==> src/rtl/line_pkt_reader.sv <==
// line_pkt_reader: pulls one camera line and frames it as a byte packet (header + pixels, MSB first).
// Define LINE_PKT_CHECKSUM_EN to append an XOR checksum byte of the pixel bytes.
module line_pkt_reader #(
    parameter int         H_ACT = 1280,
    parameter logic [7:0] MAGIC = 8'hA5
) (
    input  logic        rclk,
    input  logic        rst,
    input  logic        aquire,
    output logic        read_en,
    input  logic [15:0] cam_data,
    input  logic [10:0] cam_row,
    input  logic [4:0]  cam_id,
    output logic        tx_valid,
    output logic [7:0]  tx_data,
    output logic        tx_last,
    input  logic        tx_ready,
    output logic        line_done,
    output logic        error
);
    localparam int CW = $clog2(H_ACT);

    typedef enum logic [2:0] {
        IDLE, HDR, FETCH, CAP, HI, LO, DONE
`ifdef LINE_PKT_CHECKSUM_EN
        , CSUM
`endif
    } state_t;

    state_t        state_q, state_d;
    logic [1:0]    hdr_idx_q, hdr_idx_d;
    logic [CW-1:0] pix_cnt_q, pix_cnt_d;
    logic [7:0]    seq_q, seq_d;
    logic [10:0]   row_q, row_d;
    logic [4:0]    id_q, id_d;
    logic [15:0]   pix_q, pix_d;
    logic          error_q, error_d;
    logic          last_pix, abort;
`ifdef LINE_PKT_CHECKSUM_EN
    logic [7:0]    csum_q, csum_d;
`endif

    assign last_pix = (32'(pix_cnt_q) == H_ACT - 1);
    assign abort    = !aquire && (state_q == HDR || state_q == FETCH || state_q == CAP ||
                                  state_q == HI || state_q == LO);
    assign error    = error_q;

    always_comb begin
        state_d   = state_q;
        hdr_idx_d = hdr_idx_q;
        pix_cnt_d = pix_cnt_q;
        seq_d     = seq_q;
        row_d     = row_q;
        id_d      = id_q;
        pix_d     = pix_q;
        error_d   = error_q;
`ifdef LINE_PKT_CHECKSUM_EN
        csum_d    = csum_q;
`endif
        read_en   = 1'b0;
        tx_valid  = 1'b0;
        tx_data   = 8'h00;
        tx_last   = 1'b0;
        line_done = 1'b0;
        case (state_q)
            IDLE: begin
`ifdef LINE_PKT_CHECKSUM_EN
                csum_d = 8'h00;
`endif
                if (aquire) begin
                    row_d     = cam_row;
                    id_d      = cam_id;
                    hdr_idx_d = 2'd0;
                    state_d   = HDR;
                end
            end
            HDR: begin
                tx_valid = 1'b1;
                tx_data  = hdr_idx_q == 2'd0 ? MAGIC :
                           hdr_idx_q == 2'd1 ? {id_q, row_q[10:8]} :
                           hdr_idx_q == 2'd2 ? row_q[7:0] : seq_q;
                if (tx_ready) begin
                    hdr_idx_d = hdr_idx_q + 2'd1;
                    state_d   = hdr_idx_q == 2'd3 ? FETCH : HDR;
                end
            end
            FETCH: begin
                read_en = 1'b1;
                state_d = CAP;
            end
            CAP: begin
                pix_d   = cam_data;
                state_d = HI;
            end
            HI: begin
                tx_valid = 1'b1;
                tx_data  = pix_q[15:8];
                if (tx_ready) begin
                    state_d = LO;
`ifdef LINE_PKT_CHECKSUM_EN
                    csum_d  = csum_q ^ pix_q[15:8];
`endif
                end
            end
            LO: begin
                tx_valid = 1'b1;
                tx_data  = pix_q[7:0];
`ifdef LINE_PKT_CHECKSUM_EN
                if (tx_ready) begin
                    csum_d    = csum_q ^ pix_q[7:0];
                    state_d   = last_pix ? CSUM : FETCH;
                    pix_cnt_d = last_pix ? pix_cnt_q : pix_cnt_q + 1'b1;
                end
`else
                tx_last = last_pix;
                if (tx_ready) begin
                    state_d   = last_pix ? DONE : FETCH;
                    pix_cnt_d = last_pix ? pix_cnt_q : pix_cnt_q + 1'b1;
                end
`endif
            end
`ifdef LINE_PKT_CHECKSUM_EN
            CSUM: begin
                tx_valid = 1'b1;
                tx_data  = csum_q;
                tx_last  = 1'b1;
                if (tx_ready) state_d = DONE;
            end
`endif
            DONE: begin
                line_done = 1'b1;
                seq_d     = seq_q + 8'd1;
                pix_cnt_d = '0;
                state_d   = IDLE;
            end
            default: state_d = IDLE;
        endcase
        // Abort leaves seq untouched so the retried line reuses it
        if (abort) begin
            error_d   = 1'b1;
            pix_cnt_d = '0;
            state_d   = IDLE;
        end
    end

    always_ff @(posedge rclk or posedge rst) begin
        if (rst) begin
            state_q   <= IDLE;
            hdr_idx_q <= 2'd0;
            pix_cnt_q <= '0;
            seq_q     <= 8'h00;
            row_q     <= 11'h000;
            id_q      <= 5'h00;
            pix_q     <= 16'h0000;
            error_q   <= 1'b0;
`ifdef LINE_PKT_CHECKSUM_EN
            csum_q    <= 8'h00;
`endif
        end else begin
            state_q   <= state_d;
            hdr_idx_q <= hdr_idx_d;
            pix_cnt_q <= pix_cnt_d;
            seq_q     <= seq_d;
            row_q     <= row_d;
            id_q      <= id_d;
            pix_q     <= pix_d;
            error_q   <= error_d;
`ifdef LINE_PKT_CHECKSUM_EN
            csum_q    <= csum_d;
`endif
        end
    end
endmodule

==> config.mk <==
export PLATFORM = sky130hd
export DESIGN_NAME = line_pkt_reader
export DESIGN_NICKNAME = d
export VERILOG_FILES = /design/src/rtl/line_pkt_reader.sv
export SDC_FILE = /design/constraint.sdc
export NUM_CORES = 1
export LEC_CHECK = 0
export ABC_AREA = 1
export CORE_ASPECT_RATIO = 1.75
export CORE_MARGIN = 1
export CORE_UTILIZATION = 40
export DETAILED_ROUTE_END_ITERATION = 10
export GPL_TIMING_DRIVEN = 0
export PLACE_DENSITY_LB_ADDON = 0.05
export SETUP_SLACK_MARGIN = 0.05
export SLEW_MARGIN = 20
export SYNTH_ARGS = -nofsm -noshare
export SYNTH_HDL_FRONTEND = slang
export SYNTH_SLANG_ARGS = --single-unit
==> constraint.sdc <==
create_clock -name rclk -period 2.8 [get_ports rclk]
set_input_delay 0.7 -clock rclk [delete_from_list [all_inputs] [get_ports rclk]]
set_output_delay 0.7 -clock rclk [all_outputs]
set_load 0.01 [all_outputs]
# Word-level counts from Yosys, hierarchy flattened
# Cells that the tools add are included.
word_totals:
  reg_bits: 57
  latchBits: 0
  mem_bits_rw: 0
  mem_bits_ro: 0
  input_bits: 36
  out_inout_bits: 13
  memories: 0
classes:
  addsub: 3
  mul: 0
  div_mod_pow: 0
  order_cmp: 0
  eq_ne: 17
  shifts: 0
  n_mux: 23
  bitwise: 0
  n_reduce_logical: 15
ops:
  columns: ["op", "count"]
  rows:
  - ["two-way mux 11 bit", 3]
  - ["two-way mux 8 bit", 3]
  - ["one-hot mux 8 bit (3 select lines)", 1]
  - ["one-hot mux 11 bit (2 select lines)", 1]
  - ["two-way mux 3 bit", 6]
  - ["one-hot mux 3 bit (6 select lines)", 1]
  - ["inequality test 3 bit (second input constant)", 5]
  - ["adder 11 x 1 -> 11 bit (second input constant)", 1]
  - ["equality test 11 bit (second input constant)", 1]
  - ["equality test 3 bit (second input constant)", 3]
  - ["adder 8 x 1 -> 8 bit (second input constant)", 1]
  - ["equality test 3 x 2 -> 1 bit (second input constant)", 2]
  - ["two-way mux 2 bit", 3]
  - ["AND reduction 3 bit", 2]
  - ["equality test 2 bit (second input constant)", 2]
  - ["logical OR 1 bit", 4]
  - ["two-way mux 1 bit", 4]
  - ["inequality test 2 bit (second input constant)", 2]
  - ["one-hot mux 2 bit (2 select lines)", 1]
  - ["AND reduction 4 bit", 1]
  - ["equality test 3 x 1 -> 1 bit (second input constant)", 1]
  - ["logical NOT 3 bit", 1]
  - ["nonzero test 3 bit", 1]
  - ["OR reduction 3 bit", 1]
  - ["other kinds (7)", 7]

# Longest topological paths before layout
# Gate-level depths: netlist (run 1).
depth:
  ltp_word: 8
  mapped_depth: 10
  depth_no_buf: 9

# Worst setup path after synthesis (run 1)
# No wires, ideal clock.
synth_path:
  path_type: "reg-to-output"
  from: "register hdr_idx_q[1]"
  to: "output tx_data[4]"
  arrival_ps: 1326
  path_slack_ps: 774
  path_stages_with_launch: 7
  cell_sequence: "dfrtp_1 > inv_1 > ha_1 > clkbuf_1 > inv_1 > o211ai_1 > nand3_1"
synth_via:
  elab_chain_cells: 5
synth_lines:
  columns: ["item", "line", "text"]
  rows:
  - ["from (decl)", "31", "logic [1:0] hdr_idx_q, hdr_idx_d;"]
  - ["from (signal assigned)", "161", "hdr_idx_q <= hdr_idx_d;"]
  - ["equality test 2 bit", "81", "hdr_idx_q == 2'd2 ? row_q[7:0] : seq_q;"]
  - ["two-way mux 8 bit", "81", null]
  - ["two-way mux 8 bit", "80", "hdr_idx_q == 2'd1 ? {id_q, row_q[10:8]} :"]
  - ["two-way mux 8 bit *", "79", "tx_data = hdr_idx_q == 2'd0 ? MAGIC :"]
  - ["one-hot mux 8 bit (3 select lines) *", "65", "case (state_q)"]
  - ["to (decl)", "15", "output logic [7:0] tx_data,"]
# Every way passes the cells marked *; elsewhere a longest branch is shown, timed or not.

# Worst setup path in the final report (run 1)
layout_path:
  from: "register hdr_idx_q[0]"
  to: "output tx_data[0]"
# Same word-level chain as after synthesis.

==> summary.txt, run 1 <==
CTS
  • Worst-Skew Late Latency: 0.33 ns
  • CTS tree: done
  • Total CTS buffers: 9
  • H-tree lvl count: 3
  • Clock sinks: 57
  • CTS clk-pin slew, worst paths: 0.05 ns
  • Clk root buf: clkbuf_16
  • Max clock buf depth: 2

Yosys
  • Number of synthesized register bits: 57
  • Syn Std Cell Area: 3170 sq um
  • Mux cell area share after synthesis: 9.12%
  • Mapped Cells: 374
  • Synth warnings: 0
  • Post-synth EDFFs: 0
  • Synth Area in XOR/XNOR: 1.93%
  • Syn nets: 416
  • Post-synth ARST share: 100%
  • Synthesized area per cell: 8.48 sq um
  • Largest family of logic cells by synthesized area: simple AND/OR/NAND/NOR gates
  • Seq/Total Area, Yosys: 45.0%
  • Synth Area in Adders: 2.37%
  • Simple-gate portion of the synthesized area: 24.5%
  • Post-synthesis compound-gate area fraction: 8.64%
  • Synth unique cells: 33
  • Synth Flop Type: dfrtp_1

Critical path
  • Worst Path Arrival: 1.91 ns
  • Maximum fanout along the worst path: 9
  • Critical path class: register to output port
  • CP Capture Type: output port
  • Req. time, crit path: 2.10 ns
  • Reg2reg setup slack: 1.23 ns
  • Launch point of the worst reg-to-reg path: pix_cnt_q[0]$_DFFE_PP0P_
  • CP startpoint kind: register
  • Crit path from: hdr_idx_q[0]$_DFFE_PP0P_

STA
  • Count of final setup violators: 0
  • RSZ-0062 raised after global routing: false
  • Final Slew Violations: 0
  • Worst-Margin Slew: 0.339 ns
  • Final hold slack: 0.470 ns
  • Tcrit/Tclk final: 93.1%
  • Worst slew margin: 77.2%
  • Hold Vio Cnt, Final: 0
  • Peak Freq: 384 MHz
  • Period minus WS final: 2.61 ns
  • Final Skew: 0.00362 ns

Placement
  • Routability cong.: 0.910
  • Dpl hpwl: 5820 um
  • Input/output buffers: 48

Global routing
  • First-pass GRT wire length: 12700 um
  • Total track usage: 20.1%
  • Pin count of the biggest net entering global routing: 36
  • Vias in the first global route: 2724
  • Initial antenna violation count: 0
  • Remaining Overflow, GRT: 0

Layout
  • Nets: 482
  • Most frequent cells in the layout: 83 x nand2_1, 56 x dfrtp_1, 39 x clkdlybuf4s50_1
  • Filler Cell Count: 738
  • Most common cell after layout, fill and taps aside: nand2_1
  • Antenna Cells: 0
  • Area growth, synth to finish: 31.8%
  • Total area of sequential cells: 1430 sq um
  • Area of the multi-input gates: 1510 sq um
  • Layout cells sized above 1: 20.0%

Drt
  • Final antenna-violating net count: 0
  • First-pass DRT Iterations: 4
  • Vias per cell: 4.94
  • Detailed-route via count: 2633
  • WL per Instance: 14.4 um
  • Post-route DRC violation count: 0
  • Final wirelength: 7670 um
  • Initial DRC Count: 77

Power
  • Total power: 3650 uW
  • Cell Pwr Density: 873 nW/um^2
  • P_leak: 0.00195 uW
  • Peak supply drop: 0.000489 V

Floorplanning
  • Cell Rows: 42
  • Core Region: 7620 sq um
  • # IOs: 49
  • Initial Util: 41.6%
  • Die H: 120 um
  • Total Die Area: 8300 sq um
  • Chip width: 69.3 um

Status
  • Status: complete, no violations

Min path
  • Hold path startpoint: error$_DFFE_PP0P_
  • Hold Crit Class: register to register

Flow run
  • Max-Cap Viols: 0
==> Yosys cell counts, types with 5 or more instances <==
| cell | number | area, sq um |
|---|---|---|
| mux2_2 | 15 | 169 |
| buf_6 | 5 | 56.3 |
| o211ai_1 | 5 | 37.5 |
| nand2_1 | 84 | 315 |
| inv_1 | 40 | 150 |
| a21oi_1 | 23 | 115 |
| ha_1 | 6 | 75.1 |
| nor2_1 | 33 | 124 |
| dfrtp_1 | 57 | 1430 |
| mux2_4 | 8 | 120 |
| o21ai_0 | 16 | 80.1 |
| nand3_1 | 37 | 185 |
| xor2_1 | 6 | 52.6 |
==> critical path, stage by stage (launching register included) <==
cell           delay, ns
dfrtp_1             0.36
inv_2               0.06
ha_1                0.19
buf_4               0.17
inv_4               0.09
a21oi_1             0.07
o21ai_1             0.13
nand2_1             0.08
nand2_1             0.08
nand3_1             0.07
dlygate4sd2_1       0.29
==> path summary, 6_finish.rpt <==
check / endpoint / depth (start not counted)
max: tx_data[0] / 10
min: error$_DFFE_PP0P_ / 1
max reg2reg: pix_cnt_q[6]$_DFFE_PP0P_ / 9
min reg2reg: error$_DFFE_PP0P_ / 1
max in group asynchronous: pix_q[7]$_DFFE_PP0P_ / 3
min in group asynchronous: seq_q[4]$_DFFE_PP0P_ / 2
==> logic make-up after synthesis <==
logic type                 after synthesis
xor gates and xnor gates                 7
muxes                                   23
AOI/OAI and AO/OA                       51
adders and majority gates                6
and+or+nand+nor                        173
buffers and inverters                   57
DFF                                     57
==> stage by stage <==
step	cells	utilization, %	TNS (ns)	worst slack, ns	cell area (sq um)
3_3_place_gp	510	49.4	-26.12	-0.464	3760
6_report	533	54.8	0	0.193	4180
4_1_cts	532	54.8	0	0.0306	4170
2_1_floorplan	374	-	0	0.700	3170
5_1_grt	533	54.8	0	0.0668	4180
3_5_place_dp	511	49.7	-0.0279	-0.0266	3780
==> what timing repair did <==
action,in CTS,in global routing
pin swaps,3,4
endpoints found under the setup margin,9,7
setup buffers,5,1
resized for setup,28,14
hold buffers,0,0
==> cell type report <==
cell class	count	share of cell area, %
plain buffers	12	2.72
clock buffers	14	6.56
repair buffers	55	12.5
inverters	45	4.31
well taps	88	2.63
flip-flops and latches	57	34.2
multi-input cells	260	36.2
clock inverters	2	0.838
==> registers in the layout, summed over array words and instances, names as in the netlist <==
register and flops:
error 1, id_q 5, pix_cnt_q 11, pix_q 16, seq_q 8, state_q 3, row_q 11, hdr_idx_q 2
==> per-layer routing <==
metal	up-vias	part of all wire, %	global-route usage, %
li1	1353	-	-
met1	1214	39	19.8
met2	49	55	38.2
met3	17	2.7	3.95
met4	0	3.4	11.4
met5	-	0	0
==> power by group <==
group / switching [uW] / internal (uW)
Clock: 361 / 759
Combinational: 703 / 607
Sequential: 130 / 1090
Total: 1190 / 2450
Note: power is estimated with default switching activity, not from simulation.
==> inputs of run 2 (changes only) <==
--- a/config.mk
+++ b/config.mk
@@ -13,6 +13,7 @@
 export GPL_TIMING_DRIVEN = 0
 export PLACE_DENSITY_LB_ADDON = 0.05
 export SETUP_SLACK_MARGIN = 0.05
+export SKIP_CTS_REPAIR_TIMING = 1
 export SLEW_MARGIN = 20
 export SYNTH_ARGS = -nofsm -noshare
 export SYNTH_HDL_FRONTEND = slang
==> run 2 against run 1 <==
  * Non-clock buffer count rose by 2
  * Worst setup slack got worse by 0.0013 ns
  * Worst hold slack barely moved
  * Register-to-register slack barely moved
  * Clock power barely moved
  * Final area rose by 0.54%
  * Routed wire length fell by 0.35%
  * Fmax barely moved
  * Die area did not move
  * Via count rose by 0.76%
  * Sequential power barely moved
  * Critical endpoint is now tx_data[5]
  * Critical path type unchanged
  * Clock skew barely moved
==> summary.txt, run 2 (synthesized netlist as in run 1, its figures left out) <==
STA
  • Peak Freq: 383 MHz
  • Setup slack after layout: 0.191 ns
  • Final hold slack: 0.470 ns
  • Hold Vio Cnt, Final: 0
  • Tcrit/Tclk final: 93.2%
  • Final Slew Violations: 0
  • Count of final setup violators: 0
  • Worst-Margin Slew: 0.341 ns
  • RSZ-0062 raised after global routing: true
  • Worst slew margin: 77.0%
  • Period minus WS final: 2.61 ns
  • Final Skew: 0.00401 ns

Critical path
  • Max incr delay on CP: 0.40 ns
  • Worst path cell trace: inv_2 -> ha_1 -> clkbuf_4 -> inv_4 -> a21oi_1 -> o21ai_0 -> nand2_1 -> nand2_1 -> o211ai_1 -> buf_2
  • Reg2reg setup slack: 1.23 ns
  • Crit path from: hdr_idx_q[0]$_DFFE_PP0P_
  • Reg2reg path depth: 9
  • CP startpoint kind: register
  • Worst Path Arrival: 1.91 ns
  • Worst flop-to-flop path endpoint: pix_cnt_q[10]$_DFFE_PP0P_
  • Most used cell, CP: nand2_1
  • Slowest-stage cell, CP: dfrtp_1
  • CP Capture Type: output port
  • Req. time, crit path: 2.10 ns
  • Launch point of the worst reg-to-reg path: pix_cnt_q[0]$_DFFE_PP0P_
  • Maximum fanout along the worst path: 9
  • Critical path class: register to output port
  • Worst setup path endpoint: tx_data[5]

Floorplanning
  • Cell Rows: 42
  • Die H: 120 um
  • Chip width: 69.3 um
  • Initial Util: 41.6%
  • # IOs: 49
  • Core Region: 7620 sq um
  • Total Die Area: 8300 sq um

Power
  • Peak supply drop: 0.000487 V
  • Cell Pwr Density: 868 nW/um^2
  • P_leak: 0.00204 uW

Flow run
  • Max-Cap Viols: 0

Global routing
  • Total track usage: 19.8%
  • Remaining Overflow, GRT: 0
  • First-pass GRT wire length: 12400 um
  • Vias in the first global route: 2705
  • Initial antenna violation count: 0
  • Pin count of the biggest net entering global routing: 36

Placement
  • Routability cong.: 0.910
  • Pre-CTS WS: -0.0266 ns
  • Input/output buffers: 48
  • Dpl hpwl: 5820 um

Layout
  • Most frequent cells in the layout: 83 x nand2_1, 56 x dfrtp_1, 39 x clkdlybuf4s50_1
  • Antenna Cells: 0
  • Top flop regs: pix_q: 16 flops, pix_cnt_q: 11 flops, row_q: 11 flops
  • Area growth, synth to finish: 32.5%
  • Max reg flops: 16
  • Top reg by flops: pix_q
  • Most common cell after layout, fill and taps aside: nand2_1
  • Nets: 484
  • Layout cells sized above 1: 19.2%

Drt
  • Post-route DRC violation count: 0
  • Detailed-route via count: 2653
  • Vias per cell: 4.96
  • WL per Instance: 14.3 um
  • Final antenna-violating net count: 0
  • Initial DRC Count: 77
  • Final wirelength: 7640 um
  • First-pass DRT Iterations: 4

CTS
  • Worst-Skew Late Latency: 0.33 ns
  • Clock sinks: 57
  • CTS clk-pin slew, worst paths: 0.05 ns
  • CTS tree: done
  • Total CTS buffers: 9
  • H-tree lvl count: 3
  • Clk root buf: clkbuf_16
  • Max clock buf depth: 2

Status
  • Status: complete, no violations

Min path
  • Hold Crit Class: register to register
==> run 2: cell types whose count changed in the layout (fill, tap and decap cells not counted), sizes merged <==
| cell | before | now |
|---|---|---|
| buf | 18 | 21 |
| clkbuf | 19 | 16 |
| clkdlybuf4s15 | 1 | 0 |
| dlygate4sd2 | 3 | 0 |
| dlymetal6s2s | 1 | 7 |
==> run 2: final cells by class <==
type	instances	area, sq um
sequential	57	1430
tap	88	110
fill	740	3420
inverter	45	178
timing repair buffer	57	568
multi-input combinational	260	1500
clock buffer	14	274
buffer	12	108
clock inverter	2	35.0
==> run 2: per-layer routing <==
layer	GRT usage, %	share of wire (%)
met5	0	0
met4	11.7	3.6
met3	4.03	2.8
met2	37.3	55
met1	19.3	38
==> run 2: where the power goes <==
group	switching [uW]	internal (uW)	total, uW	leakage (uW)
Combinational	691	620	1310	0.00118
Sequential	129	1090	1220	0.000707
Clock	360	759	1120	0.000153
Total	1180	2470	3650	0.00204
==> run 2: worst max-delay path, delay by kind of cell, from the launching register on <==
| kind | cells | cell delay [ns] |
|---|---|---|
| DFF | 1 | 0.40 |
| and+or+nand+nor | 2 | 0.17 |
| adders and majority gates | 1 | 0.15 |
| buffers and inverters | 4 | 0.50 |
| AOI/OAI and AO/OA | 3 | 0.36 |
==> run 2: worst min-delay path by stage <==
stage	start	end	slack, ns	cells past startpoint
2_1_floorplan	seq_q[0]$_DFFE_PP0P_	seq_q[0]$_DFFE_PP0P_	0.47	1
3_3_place_gp	error$_DFFE_PP0P_	error$_DFFE_PP0P_	0.46	1
3_5_place_dp	error$_DFFE_PP0P_	error$_DFFE_PP0P_	0.46	1
4_1_cts	error$_DFFE_PP0P_	error$_DFFE_PP0P_	0.48	1
5_1_grt	error$_DFFE_PP0P_	error$_DFFE_PP0P_	0.49	1
6_report	error$_DFFE_PP0P_	error$_DFFE_PP0P_	0.47	1
==> run 2: per-stage QoR <==
stage | utilization (%) | cell area, sq um | instances | TNS, ns | total power (uW)
3_3_place_gp | 49.4 | 3760 | 510 | -26.12 | 2480
4_1_cts | 53.7 | 4090 | 527 | -2.77 | 3650
3_5_place_dp | 49.7 | 3780 | 511 | -0.0279 | 2510
6_report | 55.1 | 4200 | 535 | 0 | 3650
2_1_floorplan | - | 3170 | 374 | 0 | 2060
5_1_grt | 55.1 | 4200 | 535 | 0 | 3880
==> inputs of run 3 (changes only) <==
--- a/config.mk
+++ b/config.mk
@@ -14,7 +14,7 @@
 export PLACE_DENSITY_LB_ADDON = 0.05
 export SETUP_SLACK_MARGIN = 0.05
 export SKIP_CTS_REPAIR_TIMING = 1
-export SLEW_MARGIN = 20
+export SLEW_MARGIN = 40
 export SYNTH_ARGS = -nofsm -noshare
 export SYNTH_HDL_FRONTEND = slang
 export SYNTH_SLANG_ARGS = --single-unit
==> results of run 3 <==
The final DEF is identical to that of run 2; final timing and power are the same.
